===== src/rtl/fp_round_pack.sv =====
// Normalizes, rounds and packs a sign/exponent/significand triple into an IEEE-754 binary format.
// A multi-cycle FSM applies one normalization shift per cycle and then does a single rounding step.
module fp_round_pack #(
  parameter int NEXP = 5,
  parameter int NSIG = 10,
  localparam int NTYPES = 6
) (
  input  logic                   clk,
  input  logic                   rst,
  input  logic                   in_valid,
  output logic                   in_ready,
  input  logic                   in_sign,
  input  logic signed [NEXP+1:0] in_exp,
  input  logic [NSIG+3:0]        in_sig,
  input  logic                   in_sticky,
  input  logic [NTYPES-1:0]      in_flags,
  input  logic [1:0]             rm,
  output logic                   out_valid,
  input  logic                   out_ready,
  output logic [NEXP+NSIG:0]     out_f,
  output logic [3:0]             out_exc
);
  localparam int SNAN = 0, QNAN = 1, INFINITY = 2, ZERO = 3, SUBNORMAL = 4, NORMAL = 5;
  localparam int BIAS = (1 << (NEXP - 1)) - 1;
  localparam int EMIN = 1 - BIAS;
  localparam int EMAX = BIAS;
  localparam int EW = NEXP + 3;
  localparam int SW = NSIG + 4;
  localparam int FW = NEXP + NSIG + 1;

  localparam logic signed [EW-1:0] EMIN_E  = EW'(EMIN);
  localparam logic signed [EW-1:0] EMAX_E  = EW'(EMAX);
  localparam logic signed [EW-1:0] FLUSH_E = EW'(EMIN - SW);
  localparam logic signed [EW-1:0] ONE_E   = EW'(1);
  localparam logic [NEXP-1:0]      BIAS_F  = NEXP'(BIAS);
  localparam logic [FW-1:0] QNAN_F = {1'b0, {NEXP{1'b1}}, 1'b1, {(NSIG-1){1'b0}}};

  typedef enum logic [1:0] {IDLE, NORM, ROUND, DONE} state_t;

  state_t state, state_nx;

  logic                 op_sign;
  logic [1:0]           op_rm;
  logic signed [EW-1:0] op_exp;
  logic [SW-1:0]        op_sig;
  logic                 op_sticky;

  function automatic logic round_inc(input logic [1:0] mode, input logic sgn,
                                     input logic lsb, input logic g, input logic s);
    case (mode)
      2'd0:    return g & (s | lsb);
      2'd1:    return 1'b0;
      2'd2:    return ~sgn & (g | s);
      default: return sgn & (g | s);
    endcase
  endfunction

  // Overflow saturates to max finite unless the mode rounds away from zero in this sign.
  function automatic logic [FW-1:0] ovf_result(input logic sgn, input logic [1:0] mode);
    logic to_inf;
    to_inf = (mode == 2'd0) || (mode == 2'd2 && !sgn) || (mode == 2'd3 && sgn);
    if (to_inf)
      return {sgn, {NEXP{1'b1}}, {NSIG{1'b0}}};
    else
      return {sgn, {(NEXP-1){1'b1}}, 1'b0, {NSIG{1'b1}}};
  endfunction

  logic norm_class, sig_zero, flush, shr, shl, norm_done;

  assign norm_class = in_flags[NORMAL] | in_flags[SUBNORMAL];
  assign sig_zero   = (op_sig == '0) && !op_sticky;
  assign flush      = op_exp < FLUSH_E;
  assign shr        = op_sig[SW-1] || (op_exp < EMIN_E);
  assign shl        = !op_sig[SW-2] && (op_exp > EMIN_E);
  assign norm_done  = sig_zero || (!flush && !shr && !shl);

  logic [FW-1:0] spec_f;
  logic [3:0]    spec_exc;

  always_comb begin
    spec_f   = QNAN_F;
    spec_exc = 4'b0000;
    if (in_flags[SNAN]) begin
      spec_exc = 4'b1000;
    end else if (in_flags[QNAN]) begin
      spec_f = QNAN_F;
    end else if (in_flags[INFINITY]) begin
      spec_f = {in_sign, {NEXP{1'b1}}, {NSIG{1'b0}}};
    end else if (in_flags[ZERO]) begin
      spec_f = {in_sign, {(FW-1){1'b0}}};
    end
  end

  logic             lsb, g, s, inc, carry, tiny, inexact, ovf;
  logic [NSIG+1:0]  man_sum;
  logic [NSIG:0]    man;
  logic signed [EW-1:0] exp_rnd;
  logic [NEXP-1:0]  exp_field;
  logic [FW-1:0]    rnd_f;
  logic [3:0]       rnd_exc;

  // ROUND stage: increment, renormalize on carry to 2.0, then encode.
  always_comb begin
    lsb       = op_sig[2];
    g         = op_sig[1];
    s         = op_sig[0] | op_sticky;
    inc       = round_inc(op_rm, op_sign, lsb, g, s);
    man_sum   = {1'b0, op_sig[SW-2:2]} + {{(NSIG+1){1'b0}}, inc};
    carry     = man_sum[NSIG+1];
    man       = carry ? man_sum[NSIG+1:1] : man_sum[NSIG:0];
    exp_rnd   = carry ? op_exp + ONE_E : op_exp;
    exp_field = man[NSIG] ? exp_rnd[NEXP-1:0] + BIAS_F : {NEXP{1'b0}};
    tiny      = !op_sig[SW-2] && (op_exp == EMIN_E);
    inexact   = g | s;
    ovf       = man[NSIG] && (exp_rnd > EMAX_E);
    rnd_f     = {op_sign, exp_field, man[NSIG-1:0]};
    rnd_exc   = {2'b00, tiny & inexact, inexact};
    if (ovf) begin
      rnd_f   = ovf_result(op_sign, op_rm);
      rnd_exc = 4'b0101;
    end
  end

  always_comb begin
    state_nx  = state;
    in_ready  = 1'b0;
    out_valid = 1'b0;
    case (state)
      IDLE: begin
        in_ready = 1'b1;
        if (in_valid) state_nx = norm_class ? NORM : DONE;
      end
      NORM:  if (norm_done) state_nx = ROUND;
      ROUND: state_nx = DONE;
      DONE: begin
        out_valid = 1'b1;
        if (out_ready) state_nx = IDLE;
      end
      default: state_nx = IDLE;
    endcase
  end

  always_ff @(posedge clk or posedge rst) begin
    if (rst) begin
      state   <= IDLE;
      out_f   <= '0;
      out_exc <= '0;
    end else begin
      state <= state_nx;
      if (state == IDLE && in_valid && !norm_class) begin
        out_f   <= spec_f;
        out_exc <= spec_exc;
      end else if (state == ROUND) begin
        out_f   <= rnd_f;
        out_exc <= rnd_exc;
      end
    end
  end

  // NORM stage: one shift or one flush per cycle; the exponent register is wide enough never to wrap.
  always_ff @(posedge clk) begin
    case (state)
      IDLE: if (in_valid) begin
        op_sign   <= in_sign;
        op_rm     <= rm;
        op_exp    <= {in_exp[NEXP+1], in_exp};
        op_sig    <= in_sig;
        op_sticky <= in_sticky;
      end
      NORM: if (!sig_zero) begin
        if (flush) begin
          op_exp    <= EMIN_E;
          op_sticky <= op_sticky | (|op_sig);
          op_sig    <= '0;
        end else if (shr) begin
          op_sig    <= op_sig >> 1;
          op_exp    <= op_exp + ONE_E;
          op_sticky <= op_sticky | op_sig[0];
        end else if (shl) begin
          op_sig    <= op_sig << 1;
          op_exp    <= op_exp - ONE_E;
        end
      end
      default: ;
    endcase
  end
endmodule


===== config.mk =====
export PLATFORM = sky130hd
export DESIGN_NAME = fp_round_pack
export DESIGN_NICKNAME = d
export VERILOG_FILES = /design/src/rtl/fp_round_pack.sv
export SDC_FILE = /design/constraint.sdc
export NUM_CORES = 1
export LEC_CHECK = 0
export BUFFER_PORTS_ARGS = -buffer_cell sky130_fd_sc_hd__buf_2
export CAP_MARGIN = 0
export CORE_MARGIN = 2
export CORE_UTILIZATION = 30
export CTS_BUF_LIST = sky130_fd_sc_hd__clkbuf_16
export CTS_CLUSTER_DIAMETER = 200
export DETAILED_ROUTE_END_ITERATION = 10
export GPL_TIMING_DRIVEN = 0
export MAX_ROUTING_LAYER = met4
export SLEW_MARGIN = 20
export SYNTH_ARGS = -nofsm -noshare
export SYNTH_HDL_FRONTEND = slang
export SYNTH_SLANG_ARGS = --single-unit

===== constraint.sdc =====
create_clock -name clk -period 3.4 [get_ports clk]
set_input_delay 0.68 -clock clk [delete_from_list [all_inputs] [get_ports clk]]
set_output_delay 0.68 -clock clk [all_outputs]
set_load 0.005 [all_outputs]

==> impl_metrics.ini <==
[final_layout]
fin_area_um2 = 4140
drive_above_1_share = 0.259
register_area_um2 = 1330
fill_cells = 1138
syn_to_final_growth_pct = 21.6
final_nets = 482
multi_input_area_um2 = 1860
diodes = 0

[routing]
dr.pass1.iters = 4
wl_met3_um = 626
postRouteAntennaNets = 0
top_layer = met4
vias = 3037
wl_um = 9290
drc = 0
viasPerCell = 5.26
wire_per_inst_um = 16.1
drt_iter0_drc = 193
wl_met1_um = 4450
wl_met2_um = 4170

[sta]
whs_ns = 0.502
relSlewSlack = 0.437
setup_viol = 0
fin_crit_sh = 0.926
fin_setup_tns_ns = 0
hold_viol = 0
finalMaxSlewViolations = 0
fin_skew_ns = 0.00415
worst_slack_ns = 0.251
fmax_ghz = 0.318
worst-slew-pin-transition_ns = 0.843
rsz0062_at_grt = no
finalCriticalPeriod_ns = 3.15

[critical_path]
cp.arrival_ns = 3.32
slowest_delay_ns = 0.39
r2r_cells = 19
crit_required_ns = 3.57
cp.depth = 19
crit_slowest_cell = edfxtp_1
end_kind = flip-flop
startpoint_type = flip-flop
critPathBufInv = 2
crit_family = simple AND/OR/NAND/NOR gates
critPathKind = reg -> reg
crit_chain = nor2b_1 -> ha_1 -> nor2_1 -> nand2_1 -> nand2_2 -> ha_4 -> nand3_4 -> nor3_4 -> buf_8 -> nand2_1 -> o21ai_2 -> inv_1 -> ha_2 -> nor2_1 -> a31oi_1 -> and4_1 -> a31oi_1 -> xor2_1 -> a221o_1
crit_fanout = 7

[floorplanning]
ioPinCount = 57
die_height_um = 111
fp.dieW_um = 111
coreArea_um2 = 10900
placementRows = 38
start_util = 0.311
dieArea_um2 = 12200

[clocking]
cts_root_buffer = clkbuf_16
clock-sinks = 48
clk_latency_ns = 0.28
cts-hold-fix-buffers = 0
cts-buffers-inserted = 5
cts_tree = done
clk_pin_slew_worst_paths_ns = 0.06
cts_buffer_depth = 2
cts.htree.levels = 2

[grt]
grt_pass1_vias = 2858
grt_max_degree = 23
antenna_found_initial = 0
overflow = 0
grt_pass1_wl_um = 15200
grt_usage = 0.156

[placement]
port_buffers = 56
dp_worst_setup_slack_ns = -0.572
place_congestion = 0.897
hpwl_um = 7010
place_area_um2 = 3880

[logic_synthesis]
yosys_register_bits = 48
synth_top_family_by_area = compound AO/OA/AOI/OAI gates
synth_xor_area_frac = 0.0463
synth_mux_area_frac = 0.0411
yosysSeqAreaShare = 0.391
synth-simple-area-share = 0.187
synth_compound_area_frac = 0.210
syn_avg_cell_area_um2 = 9.25
synth_commonest_cells = inv_1 (31), nor2_1 (27), edfxtp_1 (26), nand2_1 (26), dfrtp_1 (22)
syn-num-nets = 414
synth_area_um2 = 3410
synth_ff_type = edfxtp_1
synth_fa_ha_area_frac = 0.0404
synth_area_leaders = edfxtp_1 (23%), dfrtp_1 (16%), mux2i_1 (4.1%), ha_1 (4.0%), o22ai_1 (3.5%)
yosys.area.top_type = edfxtp_1
syn-instance-count = 368
yosys.area.top_type_share = 0.229
yosysUniqueCellTypes = 63
synth_edf_count = 26
synth.yosys.warnings = 0
synth.most_common_cell = inv_1
async_reset_ff_frac = 0.458

[worst_hold_path]
hold_path_class = reg -> reg
whs_path_depth = 2

[power]
leakagePower_nw = 1.74
vdd_drop_max_mv = 0.307
power_w = 0.00416
p_per_area_nw_per_um2 = 1000

[run_status]
status = finished clean

[flow_run]
drv_cap = 0
-- timing repair --
action                                  CTS  global route
endpoints found under the hold margin     0             0
endpoints found under the setup margin    2             1
gates resized for setup                  12             6
buffers inserted                          2             3
gates cloned                              0             0
pin swaps                                 1             1
-- stage by stage --
stage | utilization | cells
floorplan | - | 368
global placement | 0.353 | 564
detailed placement | 0.354 | 564
CTS | 0.376 | 574
global route | 0.379 | 577
finish | 0.379 | 577
-- worst min-delay path, cell delays in order (launching register included) --
cell and delay, ns:
dfrtp_1 0.35, nand2_1 0.05, o211ai_1 0.07
-- state kept, by name, indices dropped and copies added (netlist names) --
signal,flops
op_rm,2
out_exc,4
op_sig,14
out_f,16
op_exp,8
op_sign,1
op_sticky,1
state,2
-- path summary, 6_finish.rpt --
kind                                             from               endpoint  slack [ns]
min in group asynchronous                         rst   out_f[5]$_DFFE_PP0P_        0.56
max in group asynchronous                         rst  out_f[12]$_DFFE_PP0P_        2.32
worst max-delay path               op_rm[1]$_DFFE_PP_  out_f[14]$_DFFE_PP0P_        0.25
worst min-delay path            out_f[10]$_DFFE_PP0P_  out_f[10]$_DFFE_PP0P_        0.50
worst min register to register  out_f[10]$_DFFE_PP0P_  out_f[10]$_DFFE_PP0P_        0.50
worst max register to register     op_rm[1]$_DFFE_PP_  out_f[14]$_DFFE_PP0P_        0.25
-- layout by cell type (no fill, tap or decap), drive strengths merged, types with 17 or more instances in the layout --
cell type	n
clkbuf	21
edfxtp	26
o21ai	21
a21oi	17
dfrtp	22
nand2	26
inv	32
buf	72
nor2	27
o22ai	19
-- final cells by class --
type / instances / share of cell area
clock inverter: 2 / 0.00211
timing repair buffer: 61 / 0.0767
inverter: 31 / 0.0281
tap: 140 / 0.0423
clock buffer: 6 / 0.0362
buffer: 26 / 0.0435
multi-input combinational: 263 / 0.450
sequential: 48 / 0.321
-- where the power goes --
| group | switching (W) | internal, W |
|---|---|---|
| clock | 0.000210 | 0.000314 |
| combinational | 0.00142 | 0.000976 |
| sequential | 0.000238 | 0.00100 |
| total | 0.00187 | 0.00229 |
-- logic make-up after synthesis --
family,after synthesis
compound gates,99
xor+xnor,18
fa+ha+maj,11
buf+inv,57
flops,48
mux,14
simple gates,121
-- layer usage --
metal	track usage	vias up
met5	-	-
met4	0.0200	0
li1	-	1501
met3	0.0296	4
met2	0.237	114
met1	0.223	1418
No activity file was read; power rests on OpenSTA's default activity.
